$ cat src/rtl/serial_adder.sv
// Bit-serial WIDTH-bit adder/subtractor: one full-adder cell plus a carry flop,
// one result bit per clock (LSB first), one-cycle done pulse with sum and carry-out.
module serial_adder #(
  parameter int unsigned WIDTH = 8
) (
  input  logic             clk_i,
  input  logic             rst_i,
  input  logic             start_i,
  input  logic             sub_i,
  input  logic [WIDTH-1:0] a_i,
  input  logic [WIDTH-1:0] b_i,
  output logic             busy_o,
  output logic             done_o,
  output logic [WIDTH-1:0] s_o,
  output logic             c_o
);

  localparam int unsigned CntW = (WIDTH > 2) ? $clog2(WIDTH) : 1;
  localparam logic [CntW-1:0] LastCnt = CntW'(WIDTH - 1);

  typedef enum logic [1:0] {StIdle, StRun, StDone} state_e;

  state_e           state_q, state_d;
  logic [WIDTH-1:0] a_q, a_d;
  logic [WIDTH-1:0] b_q, b_d;
  logic [WIDTH-1:0] s_sh_q, s_sh_d;
  logic [WIDTH-1:0] s_q, s_d;
  logic             cy_q, cy_d;
  logic             c_q, c_d;
  logic [CntW-1:0]  cnt_q, cnt_d;

  logic s_bit;
  logic cy_next;

  // The single full-adder cell shared across all bit positions.
  assign s_bit   = a_q[0] ^ b_q[0] ^ cy_q;
  assign cy_next = (a_q[0] & b_q[0]) | (a_q[0] & cy_q) | (b_q[0] & cy_q);

  always_comb begin
    state_d = state_q;
    a_d     = a_q;
    b_d     = b_q;
    s_sh_d  = s_sh_q;
    s_d     = s_q;
    cy_d    = cy_q;
    c_d     = c_q;
    cnt_d   = cnt_q;
    unique case (state_q)
      StIdle: begin
        if (start_i) begin
          a_d     = a_i;
          // Subtraction is A + ~B + 1, with the +1 injected as the initial carry.
          b_d     = sub_i ? ~b_i : b_i;
          cy_d    = sub_i;
          cnt_d   = '0;
          s_sh_d  = '0;
          state_d = StRun;
        end
      end
      StRun: begin
        s_sh_d = {s_bit, s_sh_q[WIDTH-1:1]};
        a_d    = a_q >> 1;
        b_d    = b_q >> 1;
        cy_d   = cy_next;
        cnt_d  = cnt_q + CntW'(1);
        if (cnt_q == LastCnt) begin
          s_d     = {s_bit, s_sh_q[WIDTH-1:1]};
          c_d     = cy_next;
          state_d = StDone;
        end
      end
      StDone: begin
        state_d = StIdle;
      end
      default: begin
        state_d = StIdle;
      end
    endcase
  end

  always_ff @(posedge clk_i) begin
    if (rst_i) begin
      state_q <= StIdle;
      a_q     <= '0;
      b_q     <= '0;
      s_sh_q  <= '0;
      s_q     <= '0;
      cy_q    <= 1'b0;
      c_q     <= 1'b0;
      cnt_q   <= '0;
    end else begin
      state_q <= state_d;
      a_q     <= a_d;
      b_q     <= b_d;
      s_sh_q  <= s_sh_d;
      s_q     <= s_d;
      cy_q    <= cy_d;
      c_q     <= c_d;
      cnt_q   <= cnt_d;
    end
  end

  assign busy_o = (state_q == StRun);
  assign done_o = (state_q == StDone);
  assign s_o    = s_q;
  assign c_o    = c_q;

endmodule

$ cat config.mk
export PLATFORM = sky130hd
export DESIGN_NAME = serial_adder
export DESIGN_NICKNAME = d
export VERILOG_FILES = /design/src/rtl/serial_adder.sv
export SDC_FILE = /design/constraint.sdc
export NUM_CORES = 1
export LEC_CHECK = 0
export ABC_AREA = 0
export CAP_MARGIN = 5
export CORE_MARGIN = 3
export CORE_UTILIZATION = 46
export CTS_BUF_LIST = sky130_fd_sc_hd__clkbuf_4 sky130_fd_sc_hd__clkbuf_8 sky130_fd_sc_hd__clkbuf_16
export CTS_CLUSTER_DIAMETER = 40
export CTS_CLUSTER_SIZE = 28
export DETAILED_ROUTE_END_ITERATION = 12
export GPL_TIMING_DRIVEN = 0
export HOLD_SLACK_MARGIN = 0.05
export PLACE_DENSITY = 0.85
export SETUP_SLACK_MARGIN = 0.05
export SKIP_CTS_REPAIR_TIMING = 1
export SKIP_LAST_GASP = 1
export SYNTH_ARGS = -nofsm -noshare
export SYNTH_HDL_FRONTEND = slang
export SYNTH_SLANG_ARGS = --single-unit
$ cat constraint.sdc
create_clock -name clk_i -period 1.3 [get_ports clk_i]
set_input_delay 0.13 -clock clk_i [delete_from_list [all_inputs] [get_ports clk_i]]
set_output_delay 0.13 -clock clk_i [all_outputs]
set_load 0.02 [all_outputs]
; After elaboration in Yosys (flattened, before gate mapping)
; Index checks and enable logic that the tools add are counted.
[op_classes]
reduce_logical = 5
bitwise = 8
addsub = 1
muxes = 14
eq_ne = 5
[op_table]
columns = cell, count
row1 = one-hot mux 8 bit (2 select lines), 3
row2 = 2-to-1 mux 8 bit, 4
row3 = inverter 8 bit, 1
row4 = one-hot mux 3 bit (2 select lines), 1
row5 = AND reduction 2 bit, 3
row6 = 2-to-1 mux 2 bit, 2
row7 = one-hot mux 2 bit (2 select lines), 1
row8 = "adder 3 x 1 -> 3 bit, second input constant", 1
row9 = bitwise AND 1 bit, 3
row10 = "equality test 3 bit, second input constant", 1
row11 = 2-to-1 mux 3 bit, 1
row12 = "equality test 2 x 1 -> 1 bit, second input constant", 1
row13 = "equality test 2 bit, second input constant", 1
row14 = logical NOT 2 bit, 1
row15 = "!= test 2 x 1 -> 1 bit, second input constant", 1
row16 = "!= test 2 bit, second input constant", 1
row17 = bitwise OR 1 bit, 2
row18 = one-hot mux 1 bit (2 select lines), 1
row19 = nonzero test 2 bit, 1
row20 = XOR 1 bit, 2
row21 = 2-to-1 mux 1 bit, 1
[word_totals]
register_bits = 39
input_bits = 20
out_inout_bits = 11

; Depth between registers and ports, before layout
; Gate-level depths: netlist (run 1).
[depth]
word_depth = 4
ltp_mapped = 5

; Worst setup path before layout (run 1)
; No wires, ideal clock.
[synth_path]
kind = register to register
startpoint = register cnt_q[0]
endpoint = register c_q (netlist: c_o)
setup_time_ns = 0.070
stages_incl_launch_ff = 6
period_less_slack_ns = 1.244
slack_ns = 0.056
arrival_ns = 1.174
required_time_ns = 1.230
cell_sequence = dfxtp_1 ha_1 ha_1 clkbuf_1 nand3_1 a21oi_1
[synth_between]
elab_chain_cells = 2
[synth_rtl]
columns = element, line
row1 = start: declaration, 30  ; logic [CntW-1:0] cnt_q, cnt_d;
row2 = start signal: assignment, 99  ; cnt_q <= cnt_d;
row3 = equality test 3 bit, 66  ; if (cnt_q == LastCnt) begin
row4 = AND reduction 2 bit (no source line), --
row5 = end signal: assignment, 89  ; c_q <= 1'b0;
row6 = end signal: assignment, 98  ; c_q <= c_d;
row7 = end: declaration, 29  ; logic c_q, c_d;
; No other way between the ends.
; A chain may end at the register's enable or synchronous reset.

; Worst setup path after layout (run 1)
[layout_path]
startpoint = register state_q[1]
endpoint = output done_o
[layout_between]
elab_chain_cells = 1
[layout_rtl]
columns = element, line
row1 = start: declaration, 23  ; state_e state_q, state_d;
row2 = start signal: assignment, 83  ; state_q <= StIdle;
row3 = start signal: assignment, 92  ; state_q <= state_d;
row4 = equality test 2 bit, 104  ; assign done_o = (state_q == StDone);
row5 = end: declaration, 13  ; output logic done_o,
; No other way between the ends.

==> metrics, run 1 <==
vias in the first global route=1375; max_slew headroom=0.687; Setup-failing EPs final=1; Slowest-stage cell, CP=dfxtp_2; VDD IR max=0.000629 V; Root Driver=clkbuf_8; post-synthesis cell type count=34; total negative slack=-0.0325 ns; final worst path period share=1.03; Clock Latency Late Sink=0.28 ns; grt ovf=0; busiest grt layer=met2; layout cells sized above 1=0.192; failing checks=setup timing; Detailed Place HPWL=2580 um; Reg-to-Reg Start=b_q[0]; Worst-path clk slew=0.07 ns; crit-path max cell delay=0.35 ns; Core Area=0.00344 mm2; max-slew violation count=0; dpl cell area=0.00204 mm2; largest net degree at the start of global routing=12; # diodes=0; Die Ht=66.7 um; post-synth top area cell=dfxtp_1; type of origin of the critical path=flip-flop; drt pass-1 iters=5; Tot GR Track Use=0.176; io pins=31; met3 usage=0.0455; wire per inst=13.7 um; post-route cell area=0.00225 mm2; Synth Warn #=0; Hold Crit Class=primary input to flip-flop; Synth Cell Area=0.00170 mm2; final setup skew=0.00516 ns; Reg2Reg Setup Slack=0.07 ns; Synth Register Bits=38; row count=21; Worst Setup End Kind=output pin; Max Root-Sink Buffers=2; total number of vias=1498; area grow syn2layout=32.8%; Die W=66.7 um; H-tree depth=2; worst r2r path cells=3; RSZ-0062 raised after global routing=yes; final worst slack=-0.0325 ns; port bufs=29; CP Data Required Time=1.17 ns; # clock sinks=38; met2 Track Usage GR=0.298; Crit Path Class=flip-flop to output pin; Yosys top cell area share=0.449; upper clock frequency limit=0.750 GHz; sequential area share after synthesis=0.449; Synth Net Count=210; Critical Path Most Common Cell=buf_6; Post-Syn Area per Cell=9.07 um2; GP Congestion=0.745; outcome=complete, but fails checks; Inst Count DP=262; Detail Route Antenna Nets=0; Die ar.=0.00445 mm2; min-delay src=sub_i; largest fanout on the critical path=10; r2r endpoint=s_sh_q[7]; vias per inst=5.45; met1 Resource Use GR=0.213; Post-Syn Instances=187; first-pass GRT wire length=6040 um; Starting Density=0.493; final std cells w/o fill=275; critical path data arrival time=1.20 ns; DRT iter0 DRCs=70; # fillers=258; max_cap viols=0; Synth area leaders=dfxtp_1 45%, a22oi_1 7.5%, a21oi_1 6.2%; Final #Nets=251; WHS Endpoint=b_q[4]; WHS Path Cells=3; initial antenna violation count=0; PD cells=1080 mW/mm2; CTS tree=yes; Fin. Hold Viols=0; Tmin final=1.33 ns; # DRC=0; leakage power=0.00104 uW; Fin Hold WS=0.253 ns; Least-Margin Pin Slew=0.469 ns; final wirelength=3770 um; crit path cell chain=buf_6 -> buf_6 -> nor2b_1 -> buf_2; CTS Buf Count=5
## cell families after synthesis
family	share of synthesized area
compound gates	0.227
xor+xnor	0.0413
fa+ha+maj	0.0266
buf+inv	0.0716
flops	0.449
simple gates	0.185
## per-layer routing
layer	routed length, um	vias to the layer above
met4	92	0
met2	1880	41
met1	1630	703
met3	172	11
li1	-	743
met5	0	-
## cells in the final DEF (no fill, tap or decap), drive strengths merged, types with 4 or more instances in the layout
| cell type | n |
|---|---|
| nor3 | 4 |
| nor2 | 24 |
| o22ai | 7 |
| buf | 17 |
| inv | 6 |
| a22oi | 17 |
| xnor2 | 7 |
| nand3 | 9 |
| dlymetal6s2s | 10 |
| a21oi | 21 |
| or2b | 4 |
| o221a | 4 |
| or3b | 4 |
| clkbuf | 11 |
| dfxtp | 38 |
| clkdlybuf4s50 | 17 |
| nand2 | 12 |
## through the flow
step	setup WS (ns)	power, uW	utilization
floorplan	0.0556	1490	-
global placement	-0.331	1590	0.594
detailed placement	-0.335	1610	0.594
CTS	-0.652	2430	0.621
global route	-0.0962	2550	0.654
finish	-0.0325	2440	0.654
## final cells by class
cell class,instances,area [um2],share of cell area
Clock buffer,7,90.1,0.0400
Buffer,14,125,0.0556
Timing Repair Buffer,34,349,0.155
Clock inverter,1,5.00,0.00222
Sequential cell,38,768,0.341
Tap cell,46,57.6,0.0256
Multi-Input combinational cell,129,827,0.367
Inverter,6,30.0,0.0133
## sequential cells by signal (all words and copies together), names as in the netlist
| signal | cells |
|---|---|
| a_q | 8 |
| b_q | 8 |
| c_o | 1 |
| cnt_q | 3 |
| cy_q | 1 |
| s_o | 8 |
| s_sh_q | 7 |
| state_q | 2 |
## power breakdown
group          leakage, uW  total (uW)  switching (uW)  internal, uW
clock network    0.0000517         832             384           448
logic             0.000671         358             168           191
registers         0.000312        1250            36.0          1220
## how the worst max path moves through the flow
stage | cells after the start | slack [ns] | from | to
finish | 4 | -0.03 | state_q[1] | done_o
global route | 4 | -0.1 | state_q[1] | done_o
CTS | 4 | -0.65 | state_q[1] | done_o
detailed placement | 4 | -0.34 | state_q[1] | done_o
global placement | 4 | -0.33 | state_q[1] | done_o
floorplan | 5 | 0.06 | cnt_q[0] | c_o
## cells in the mapped netlist (all sizes together)
cell type	instances
dfxtp	38
nor2	24
a21oi	21
a22oi	17
nand2	12
buf	10
nand3	9
o22ai	7
xnor2	7
inv	6
clkbuf	4
nor3	4
o221a	4
or2b	4
or3b	4
a211oi	2
ha	2
nand3b	2
nor2b	2
a221oi	1
fa	1
nand2b	1
o21ai	1
o21ba	1
o21bai	1
o31ai	1
xor2	1
## worst max-delay path, delay by kind of cell (launching register included)
family | cells | cell delay, ns
AND/OR/NAND/NOR | 1 | 0.12
flip-flops | 1 | 0.35
buffers and inverters | 3 | 0.44
No activity file was read; power rests on OpenSTA's default activity.
==> inputs of run 2 (changes only) <==
CORE_UTILIZATION = 35   (was 46)
PLACE_DENSITY = 0.7   (was 0.85)
SETUP_SLACK_MARGIN = not set   (was 0.05)
==> run 2 against run 1 <==
Net effect:
- the run still ends with setup timing left
- combinational power shrank 5%
- critical path depth stayed put
- flip-flop and latch count unchanged
- register-to-register slack lost 0.02 ns
- setup slack improved by 0.0025 ns
- sequential power hardly changed
- via count decreased by 3.5%
- routed wire length down 3.1%
- cell count is 1.8% higher
- clock skew increased by 0.0024 ns
- critical endpoint unchanged
- largest cell class unchanged
==> metrics, run 2 (same netlist as run 1, synthesis figures left out) <==
final worst slack=-0.0300 ns (+0.00247 ns); Root Driver=clkbuf_8; vias per inst=5.16 (-5.3%); max_slew headroom=0.670 (-0.0174); Sw Share=0.241 (+0.000999); layout cells sized above 1=0.162 (-0.0299); r2r endpoint=b_q[3]; wire per inst=13.0 um (-4.8%); Sequential Power Share=0.515 (+0.002); # clock sinks=38 (unchanged); upper clock frequency limit=0.752 GHz (+0.19%); Hold Crit Class=primary input to flip-flop; drt pass-1 iters=4 (-1); largest net degree at the start of global routing=12 (unchanged); CTS tree=yes; area grow syn2layout=31.0%; max-slew violation count=0 (unchanged); worst r2r path cells=5 (+2); commonest cells after routing, fill and taps aside=38 x dfxtp_1, 24 x nor2_1, 21 x a21oi_1; Die Ht=75.6 um (+13%); Detail Route Antenna Nets=0 (unchanged); Comb pwr share=0.140 (-0.007); Final #Nets=250 (-0.40%); Tmin final=1.33 ns (-0.00247 ns); Detailed Place HPWL=2530 um (-2.1%); first-pass GRT wire length=5860 um (-3.0%); Final Power=2430 uW (-0.45%); io pins=31 (unchanged); RSZ-0062 raised after global routing=yes; commonest non-fill, non-tap cell in the layout=dfxtp_1; grt ovf=0 (unchanged); initial antenna violation count=0 (unchanged); CP Data Required Time=1.17 ns (about the same); row count=24 (+14%); Psw=587 uW (about the same); max_cap viols=0 (unchanged); Int Power=1850 uW (-0.58%); total number of vias=1445 (-3.5%); Clock Latency Late Sink=0.29 ns (about the same); Worst-path clk slew=0.07 ns (about the same); Reg-to-Reg Start=state_q[1]; largest fanout on the critical path=10 (unchanged); Max Root-Sink Buffers=2 (unchanged); PD cells=1100 mW/mm2 (+0.95%); Least-Margin Pin Slew=0.495 ns (+0.0261 ns); leakage power=0.00101 uW (-2.5%); critical path data arrival time=1.20 ns (about the same); Fin. Hold Viols=0 (unchanged); WHS Endpoint=b_q[6]; Crit Path Class=flip-flop to output pin; # diodes=0 (unchanged); clock power share=0.346 (+0.005); utilization of the core after routing=0.493 (-0.161); DRT iter0 DRCs=80 (+14%); Starting Density=0.376 (-0.116); Core Area=0.00450 mm2 (+31%); Worst Setup End Kind=output pin; GP Congestion=0.737 (-1.1%); CTS Buf Count=5 (unchanged); type of origin of the critical path=flip-flop; final setup skew=0.00754 ns (+0.00238 ns); final wirelength=3650 um (-3.1%); final std cells w/o fill=280 (+1.8%); WHS Path Cells=3 (unchanged); Fin Hold WS=0.247 ns (-0.00581 ns); Tot GR Track Use=0.133 (-0.0426); Die ar.=0.00572 mm2 (+28%); Reg2Reg Setup Slack=0.05 ns (-0.02 ns); failing checks=setup timing; Inst Count DP=268 (+2.3%); outcome=complete, but fails checks; VDD IR max=0.000499 V (-21%); Setup-failing EPs final=1 (unchanged); H-tree depth=2 (unchanged); min-delay src=sub_i; # DRC=0 (unchanged); Die W=75.6 um (+13%); vias in the first global route=1332 (-3.1%); port bufs=29 (unchanged); final worst path period share=1.02 (-0.00190)
==> run 2: changes by cell type in the layout (fill, tap and decap cells not counted), sizes merged <==
| cell | previous run | this run |
|---|---|---|
| clkbuf | 11 | 10 |
| inv | 6 | 5 |
| clkinv | 1 | 2 |
| dlymetal6s2s | 10 | 9 |
| clkdlybuf4s50 | 17 | 18 |
==> run 2: area by class of cell <==
type / count / area [um2]
well taps: 52 / 65.1
multi-input cells: 129 / 821
inverters: 6 / 27.5
clock inverters: 1 / 5.00
fillers: 440 / 2280
clock buffers: 7 / 90.1
plain buffers: 13 / 109
repair buffers: 34 / 343
flip-flops and latches: 38 / 761
==> run 2: power by group through the flow <==
stage	combinational (uW)	clock [uW]	sequential, uW
3_5_place_dp	326	0	1280
6_report	340	841	1250
3_3_place_gp	325	0	1280
5_1_grt	376	905	1260
4_1_cts	327	865	1250
2_1_floorplan	218	0	1270
==> run 2: how the worst max path moves through the flow <==
stage          startpoint  depth (start not counted)  slack (ns)     end
2_1_floorplan    cnt_q[0]                          5        0.06     c_o
3_5_place_dp   state_q[1]                          4       -0.34  done_o
5_1_grt        state_q[1]                          4       -0.11  done_o
3_3_place_gp   state_q[1]                          4       -0.34  done_o
4_1_cts        state_q[1]                          4       -0.66  done_o
6_report       state_q[0]                          4       -0.03  done_o
==> run 2: metal layers <==
layer | part of all wire | vias up | GRT usage
met5 | 0 | - | 0
met4 | 0.016 | 0 | 0.0583
met3 | 0.040 | 6 | 0.0264
met2 | 0.48 | 32 | 0.216
met1 | 0.47 | 667 | 0.173
li1 | - | 740 | -
==> run 2: stage by stage <==
step	setup TNS (ns)	instance area [um2]	worst slack, ns
final	-0.0300	2220	-0.0300
after global routing	-0.247	2220	-0.113
after CTS	-3.21	2150	-0.661
after detailed placement	-6.46	2050	-0.341
after global placement	-5.81	2050	-0.337
after floorplan	0	1700	0.0556
==> run 2: worst max-delay path, cell delays in order (launching register included) <==
cell      delay (ns)
dfxtp_1         0.34
buf_6           0.15
clkbuf_8        0.16
nor2b_1         0.10
buf_2           0.17
==> inputs of run 3 (changes only) <==
CORE_MARGIN = not set   (was 3)
CORE_UTILIZATION = 40   (was 35)
CTS_CLUSTER_SIZE = 20   (was 28)
PLACE_DENSITY = 0.77   (was 0.7)
==> run 3 against run 2 <==
Net effect:
- the flow still finishes with violations (setup timing)
- flip-flop and latch count stayed put
- clock power decreased by 2%
- total power down 0.89%
- global-route usage is 3.1 points higher
- combinational power fell by 3%
- critical path type unchanged
- largest cell class unchanged
- highest routed layer is now met3
==> metrics, run 3 (same netlist as run 1, synthesis figures left out) <==
Root Driver=clkbuf_8; post-route cell area=0.00220 mm2 (-1.1%); Reg2Reg Setup Slack=0.08 ns (+0.03 ns); Die ar.=0.00450 mm2 (-21%); # clock sinks=38 (unchanged); Tot GR Track Use=0.165 (+0.0314); Die Ht=67.1 um (-11%); type of origin of the critical path=flip-flop; Psw=574 uW (-2.2%); DRT iter0 DRCs=70 (-13%); Detail Route Antenna Nets=0 (unchanged); Tmin final=1.34 ns (+0.0112 ns); Reg-to-Reg Start=b_q[0]; worst setup path end=done_o; Worst Setup SP=state_q[0]; Fin. Hold Viols=0 (unchanged); # diodes=0 (unchanged); CTS Buf Count=5 (unchanged); total negative slack=-0.0412 ns (-0.0112 ns); largest fanout on the critical path=10 (unchanged); final setup skew=0.00764 ns (+0.000102 ns); Max Root-Sink Buffers=2 (unchanged); outcome=complete, but fails checks; Final #Nets=246 (-1.6%); upper clock frequency limit=0.746 GHz (-0.83%); GP Congestion=0.753 (+2.1%); dpl cell area=0.00205 mm2 (-0.12%); final wirelength=3460 um (-5.4%); Clock Latency Late Sink=0.28 ns (about the same); layout cells sized above 1=0.156 (-0.00603); port bufs=29 (unchanged); area grow syn2layout=29.6%; final worst path period share=1.03 (+0.00860); Int Power=1840 uW (-0.47%); Core Area=0.00403 mm2 (-11%); final worst slack=-0.0412 ns (-0.0112 ns); row count=23 (-4.2%); VDD IR max=0.000885 V (+77%); H-tree depth=2 (unchanged); vias in the first global route=1251 (-6.1%); worst r2r path cells=3 (-2); total number of vias=1415 (-2.1%); drt pass-1 iters=4 (unchanged); Hold Crit Class=primary input to flip-flop; Starting Density=0.421 (+0.0444); grt ovf=0 (unchanged); Detailed Place HPWL=2380 um (-5.9%); Sequential Power Share=0.520 (+0.005); PD cells=1100 mW/mm2 (+0.18%); commonest non-fill, non-tap cell in the layout=dfxtp_1; # DRC=0 (unchanged); r2r endpoint=s_sh_q[7]; Fin Hold WS=0.244 ns (-0.00256 ns); Die W=67.1 um (-11%); RSZ-0062 raised after global routing=yes; first-pass GRT wire length=5600 um (-4.4%); CTS tree=yes; Inst Count DP=266 (-0.75%); largest net degree at the start of global routing=12 (unchanged); CP Data Required Time=1.17 ns (about the same); commonest cells after routing, fill and taps aside=36 x dfxtp_1, 24 x nor2_1, 20 x a21oi_1; vias per inst=5.16 (about the same); Comb pwr share=0.137 (-0.003); max_slew headroom=0.664 (-0.00651); final std cells w/o fill=274 (-2.1%); Setup-failing EPs final=1 (unchanged); Crit Path Class=flip-flop to output pin; leakage power=0.000996 uW (-1.3%); Least-Margin Pin Slew=0.505 ns (+0.00977 ns); max-slew violation count=0 (unchanged); max_cap viols=0 (unchanged); clock power share=0.343 (-0.003); wire per inst=12.6 um (-3.3%); initial antenna violation count=0 (unchanged); Sw Share=0.238 (-0.00326); io pins=31 (unchanged); Worst Setup End Kind=output pin; Final Power=2410 uW (-0.89%); Worst-path clk slew=0.07 ns (about the same); failing checks=setup timing; min-delay src=sub_i; critical path data arrival time=1.21 ns (about the same)
[run 3: changes by cell type in the layout (fill, tap and decap cells not counted), sizes merged]
cell    previous run  this run
inv                5         6
clkinv             2         1
clkbuf            10        11
buf               17        12
[run 3: worst min-delay path by stage]
stage / to / slack [ns] / cells past startpoint
2_1_floorplan: b_q[6] / 0.29 / 2
3_3_place_gp: s_o[1] / 0.45 / 2
3_5_place_dp: s_o[1] / 0.45 / 2
4_1_cts: b_q[6] / 0.25 / 3
5_1_grt: b_q[6] / 0.27 / 3
6_report: b_q[6] / 0.24 / 3
[run 3: metrics by stage]
| step | util | setup slack, ns |
|---|---|---|
| after floorplan | - | 0.0556 |
| after global placement | 0.508 | -0.332 |
| after detailed placement | 0.508 | -0.333 |
| after CTS | 0.532 | -0.646 |
| after global routing | 0.545 | -0.112 |
| final | 0.545 | -0.0412 |
[run 3: cell type report]
cell class | instances | area, um2
clock inverters | 1 | 5.00
multi-input cells | 129 | 825
flip-flops and latches | 38 | 763
clock buffers | 7 | 90.1
fillers | 361 | 1830
repair buffers | 30 | 313
plain buffers | 13 | 109
inverters | 6 | 30.0
well taps | 50 | 62.6
[run 3: critical path, cell delays in order, from the launching register on]
cell and delay [ns]:
dfxtp_2 0.35, buf_6 0.14, clkbuf_8 0.16, nor2b_1 0.10, clkbuf_2 0.17
[run 3: power groups by stage]
stage	Clock, uW	Combinational [uW]	Sequential (uW)
floorplan	0	218	1270
global placement	0	322	1280
detailed placement	0	326	1280
CTS	849	328	1250
global route	893	364	1260
finish	828	330	1250
[run 3: routing by layer]
metal  global-route usage  wire length [um]  share of wire
met1                0.216              1670           0.48
met2                0.265              1670           0.48
met3               0.0308               121          0.035
met4               0.0638                 0              0
met5                    0                 0              0
